[config.mk]
export PLATFORM = sky130hd
export DESIGN_NAME = register_file_mp
export DESIGN_NICKNAME = d
export VERILOG_FILES = /design/src/rtl/register_file_mp.sv
export SDC_FILE = /design/constraint.sdc
export NUM_CORES = 2
export LEC_CHECK = 0
export BUFFER_PORTS_ARGS = -buffer_cell sky130_fd_sc_hd__buf_4
export CORE_MARGIN = 1.5
export CORE_UTILIZATION = 35
export DETAILED_ROUTE_END_ITERATION = 7
export PLACE_DENSITY = 0.61
export SLEW_MARGIN = 20
export SYNTH_ARGS = -nofsm -noshare
export SYNTH_HDL_FRONTEND = slang
export SYNTH_SLANG_ARGS = --single-unit
export TNS_END_PERCENT = 10
[constraint.sdc]
create_clock -name clk -period 2.5 [get_ports clk]
set_input_delay 0.125 -clock clk [delete_from_list [all_inputs] [get_ports clk]]
set_output_delay 0.125 -clock clk [all_outputs]
set_load 0.1 [all_outputs]
[src/rtl/register_file_mp.sv]
// Multi-port register file with per-register busy scoreboard and a registered write-conflict flag.
// Optional macro WRITE_BYPASS_EN forwards same-cycle write data to matching read ports.
module register_file_mp #(
    parameter int DATA_WIDTH   = 32,
    parameter int NUM_REGS     = 32,
    parameter int ADDR_WIDTH   = $clog2(NUM_REGS),
    parameter int NUM_RD_PORTS = 2,
    parameter int NUM_WR_PORTS = 2
) (
    input  logic                                 clk,
    input  logic                                 rst,
    input  logic [NUM_WR_PORTS-1:0]              wr_en,
    input  logic [NUM_WR_PORTS*ADDR_WIDTH-1:0]   wr_reg,
    input  logic [NUM_WR_PORTS*DATA_WIDTH-1:0]   wr_data,
    input  logic [NUM_RD_PORTS*ADDR_WIDTH-1:0]   rd_reg,
    output logic [NUM_RD_PORTS*DATA_WIDTH-1:0]   rd_data,
    output logic [NUM_RD_PORTS-1:0]              rd_busy,
    input  logic                                 rsv_en,
    input  logic [ADDR_WIDTH-1:0]                rsv_reg,
    output logic                                 wr_conflict
);

    logic [DATA_WIDTH-1:0] regs_q [NUM_REGS];
    logic [DATA_WIDTH-1:0] regs_d [NUM_REGS];
    logic [NUM_REGS-1:0]   busy_q;
    logic [NUM_REGS-1:0]   busy_d;
    logic                  wr_conflict_q;
    logic                  wr_conflict_d;

    function automatic logic idx_ok(input logic [ADDR_WIDTH-1:0] idx);
        return (idx != '0) && (int'(idx) < NUM_REGS);
    endfunction

    // Writes land in port order so the highest port wins; a reserve is applied last so it beats a write-release.
    always_comb begin
        regs_d = regs_q;
        busy_d = busy_q;
        for (int r = 1; r < NUM_REGS; r++) begin
            for (int i = 0; i < NUM_WR_PORTS; i++) begin
                if (wr_en[i] && (wr_reg[i*ADDR_WIDTH +: ADDR_WIDTH] == ADDR_WIDTH'(r))) begin
                    regs_d[r] = wr_data[i*DATA_WIDTH +: DATA_WIDTH];
                    busy_d[r] = 1'b0;
                end
            end
            if (rsv_en && (rsv_reg == ADDR_WIDTH'(r))) begin
                busy_d[r] = 1'b1;
            end
        end
    end

    always_comb begin
        wr_conflict_d = 1'b0;
        for (int i = 0; i < NUM_WR_PORTS; i++) begin
            for (int j = i + 1; j < NUM_WR_PORTS; j++) begin
                if (wr_en[i] && wr_en[j] && idx_ok(wr_reg[i*ADDR_WIDTH +: ADDR_WIDTH]) &&
                    (wr_reg[i*ADDR_WIDTH +: ADDR_WIDTH] == wr_reg[j*ADDR_WIDTH +: ADDR_WIDTH])) begin
                    wr_conflict_d = 1'b1;
                end
            end
        end
    end

    // Register 0 is never written, so its stored word stays at the reset value of zero.
    always_comb begin
        rd_data = '0;
        rd_busy = '0;
        for (int p = 0; p < NUM_RD_PORTS; p++) begin
            for (int r = 0; r < NUM_REGS; r++) begin
                if (rd_reg[p*ADDR_WIDTH +: ADDR_WIDTH] == ADDR_WIDTH'(r)) begin
                    rd_data[p*DATA_WIDTH +: DATA_WIDTH] = regs_q[r];
                    rd_busy[p]                          = busy_q[r];
                end
            end
`ifdef WRITE_BYPASS_EN
            for (int i = 0; i < NUM_WR_PORTS; i++) begin
                if (wr_en[i] && idx_ok(wr_reg[i*ADDR_WIDTH +: ADDR_WIDTH]) &&
                    (wr_reg[i*ADDR_WIDTH +: ADDR_WIDTH] == rd_reg[p*ADDR_WIDTH +: ADDR_WIDTH])) begin
                    rd_data[p*DATA_WIDTH +: DATA_WIDTH] = wr_data[i*DATA_WIDTH +: DATA_WIDTH];
                    rd_busy[p] = rsv_en && (rsv_reg == rd_reg[p*ADDR_WIDTH +: ADDR_WIDTH]);
                end
            end
`endif
        end
    end

    always_ff @(posedge clk) begin
        if (rst) begin
            for (int r = 0; r < NUM_REGS; r++) begin
                regs_q[r] <= '0;
            end
            busy_q        <= '0;
            wr_conflict_q <= 1'b0;
        end else begin
            for (int r = 0; r < NUM_REGS; r++) begin
                regs_q[r] <= regs_d[r];
            end
            busy_q        <= busy_d;
            wr_conflict_q <= wr_conflict_d;
        end
    end

    assign wr_conflict = wr_conflict_q;

endmodule

==> flow_metrics.py <==
metrics = {
    "floorplan": {
        "core.rowCount": 157,
        "start_util_pct": 35.17,
        "core_sq_um": 182900,
        "die_w_microns": 431.7,
        "dieArea_sq_um": 186400,
        "boundaryPins": 161,
        "die_h_microns": 431.7,
    },
    "detailed_routing": {
        "first_iter_violations": 11920,
        "drt-total-wl_microns": 419700,
        "ant_nets": 0,
        "vias_per_cell": 6.692,
        "vias": 77070,
        "routedWlPerCell_microns": 36.44,
        "drt_first_pass_iters": 8,
        "drc": 0,
    },
    "synth": {
        "synth.yosys.seq_area_share_pct": 31.87,
        "synth-edff-count": 0,
        "ys_warn_count": 0,
        "ys_ff_latch": 1024,
        "synthCells": 8215,
        "syn_area_per_cell_sq_um": 7.831,
        "synth_area_sq_um": 64330,
        "syn-num-nets": 8309,
        "ys.flop_type": "dfxtp_1",
        "ys_async_sr_fraction_pct": 0,
        "ys_types": 93,
    },
    "global_route": {
        "grt_max_degree": 88,
        "grt_pass1_vias": 71550,
        "antenna_found_initial": 32,
        "track_usage_pct": 43.23,
        "grt_pass1_wl_microns": 577300,
        "overflow": 0,
    },
    "timing": {
        "finClkSkew_ns": 0,
        "rsz0062_at_grt": "yes",
        "fmax_ghz": 0.2906,
        "tightestPinTransition_ns": 1.099,
        "fin_crit_ns": 3.441,
        "hold_viol": 0,
        "setup_violations": 66,
        "period_share_pct": 137.7,
        "setup_slack_ns": -0.9415,
        "slew_viol_final": 0,
        "slew_headroom_pct": 26.44,
    },
    "clocking": {
        "clk_pin_slew_ns": 0.06,
        "clock_latency_ns": 0.81,
        "cts.root.buffer_cell": "clkbuf_16",
        "ctsHtreeMaxLevel": 4,
        "clk_path_buf_depth": 3,
        "cts_made_buffers": 132,
        "cts_tree": "done",
        "tritoncts_num_sinks": 1024,
    },
    "finish": {
        "nets": 9025,
        "drive_gt1_share_pct": 24.34,
        "syn2layout_area_growth_pct": 32.18,
        "fill_cells": 17760,
        "final_common_cell": "nor2_1",
        "final_cell_mix": "1293 x nor2_1, 1211 x buf_4, 978 x dfxtp_1",
        "instances_no_fill": 11520,
    },
    "power": {
        "pwr-share-clk_pct": 42.8,
        "p_comb_share_pct": 21.2,
        "pwr-share-seq_pct": 36.0,
        "p_int_uw": 31580,
        "switchingPower_uw": 15600,
        "vdd_drop_max_mv": 0.6957,
        "p_sw_share_pct": 33.07,
        "p_per_area_nw_per_um2": 554.9,
        "p_leak_uw": 0.03163,
    },
    "min_path": {
        "hold_class": "in2reg",
    },
    "critical_path": {
        "reg2reg_slack_ns": 0.98,
        "critPathKind": "reg2out",
        "arrival_ns": 3.32,
        "crit_path_max_fanout": 2,
        "cp-end-kind": "primary output",
        "start_kind": "flip-flop",
        "critPathRequiredTime_ns": 2.38,
    },
    "placement": {
        "place_congestion": 1.070,
        "dpl.hpwl_microns": 300500,
        "dp_cells": 11160,
        "dp_slack_ns": -1.526,
        "portBuffers": 160,
    },
    "outcome": {
        "violations": "setup timing",
        "outcome": "finished, violations left",
    },
    "flow_run": {
        "drv_cap": 0,
    },
}
-- stage by stage --
step,util [%],power [uW],hold WS [ns],cell area (sq um),setup TNS [ns]
after global placement,42.18,26110,0.4349,77130,-51.09
after CTS,46.15,46590,0.01937,84410,-39.89
after detailed placement,42.18,26120,0.4421,77130,-50.32
after global routing,46.47,47800,0.09975,85000,-42.74
final,46.49,47180,0.02300,85030,-41.95
after floorplan,-,21420,0.2777,64410,-13.40
-- worst max-delay path: stages (launching register included) --
cell      delay [ns]
dfxtp_2         0.34
mux2_4          0.29
o221ai_2        0.21
a31oi_4         0.08
nand4b_1        0.39
a221oi_2        0.37
buf_4           0.18
o211ai_1        0.31
buf_6           0.33
-- kinds of logic (layout without fill, tap and decap cells) --
logic type             count (synthesis)  after routing  synth area share, %
AO/OA/AOI/OAI                       2671           2671                28.89
buffers and inverters               1052           1870                7.018
XOR/XNOR                               2              2              0.02724
multiplexers                         998            998                15.86
flip-flops                          1024           1024                31.87
other                                  0             20                    0
AND/OR/NAND/NOR                     2468           2468                16.33
-- cell usage after synthesis, types with 25 or more instances --
master	number	area, sq um
mux2i_1	907	9079
a22oi_1	138	1036
mux2_2	82	923.4
nor3_1	61	305.3
nand3_1	295	1476
a21oi_1	356	1782
buf_1	58	217.7
dfxtp_1	1024	20500
a31oi_1	52	325.3
nand2_1	568	2132
o211ai_1	61	457.9
o221ai_1	92	805.8
nor2_1	1319	4951
o22ai_1	173	1082
a211oi_1	779	5848
a221oi_1	48	420.4
buf_4	59	442.9
clkbuf_1	696	2613
nor2b_1	29	181.4
a22o_1	25	219.0
a311oi_1	262	2295
buf_2	209	1046
nand2b_1	38	237.7
o21ai_0	440	2202
-- layer usage --
layer	wire [microns]	vias up	track usage (%)	share of wire, %
met5	77	-	0	0.018
met2	173900	6123	63.03	41
li1	-	32060	-	-
met1	159100	37410	54.54	38
met3	52470	1472	12.80	13
met4	34180	12	29.74	8.1
-- state kept, by name, summed over array words and instances (netlist names) --
register and cells:
wr_conflict 1, regs_q 992, busy_q 31
-- path summary, 6_finish.rpt --
path / startpoint / end / cells past startpoint
worst max-delay path: regs_q[804]$_SDFFE_PP0P_ / rd_data[4] / 8
worst min-delay path: rsv_reg[1] / busy_q[14]$_SDFFE_PP0P_ / 6
worst max register to register: regs_q[897]$_SDFFE_PP0P_ / regs_q[897]$_SDFFE_PP0P_ / 4
worst min register to register: regs_q[712]$_SDFFE_PP0P_ / regs_q[712]$_SDFFE_PP0P_ / 2
-- power by group through the flow --
stage / clock network (uW) / logic, uW / registers (uW)
5_1_grt: 20800 / 10000 / 17000
6_report: 20200 / 10000 / 17000
2_1_floorplan: 0 / 4250 / 17200
4_1_cts: 20200 / 9440 / 16900
3_5_place_dp: 0 / 8820 / 17300
3_3_place_gp: 0 / 8810 / 17300
-- area by class of cell --
type                    instances  area, sq um  area share (%)
multi-input cells            6139        41340           48.62
diodes                         20        50.05         0.05886
clock buffers                 190         3875           4.557
flip-flops and latches       1024        20560           24.19
well taps                    2464         3083           3.626
repair buffers               1615        15480           18.21
inverters                      19        73.82         0.08682
clock inverters                46        556.8          0.6548
-- what timing repair did --
action | 4_1_cts | 5_1_grt
setup buffers | 0 | 2
gates resized for setup | 404 | 147
hold buffers | 112 | 0
pin swaps | 91 | 55
endpoints found under the setup margin | 66 | 67
endpoints found under the hold margin | 1009 | 0
Note: power is estimated with default switching activity, not from simulation.
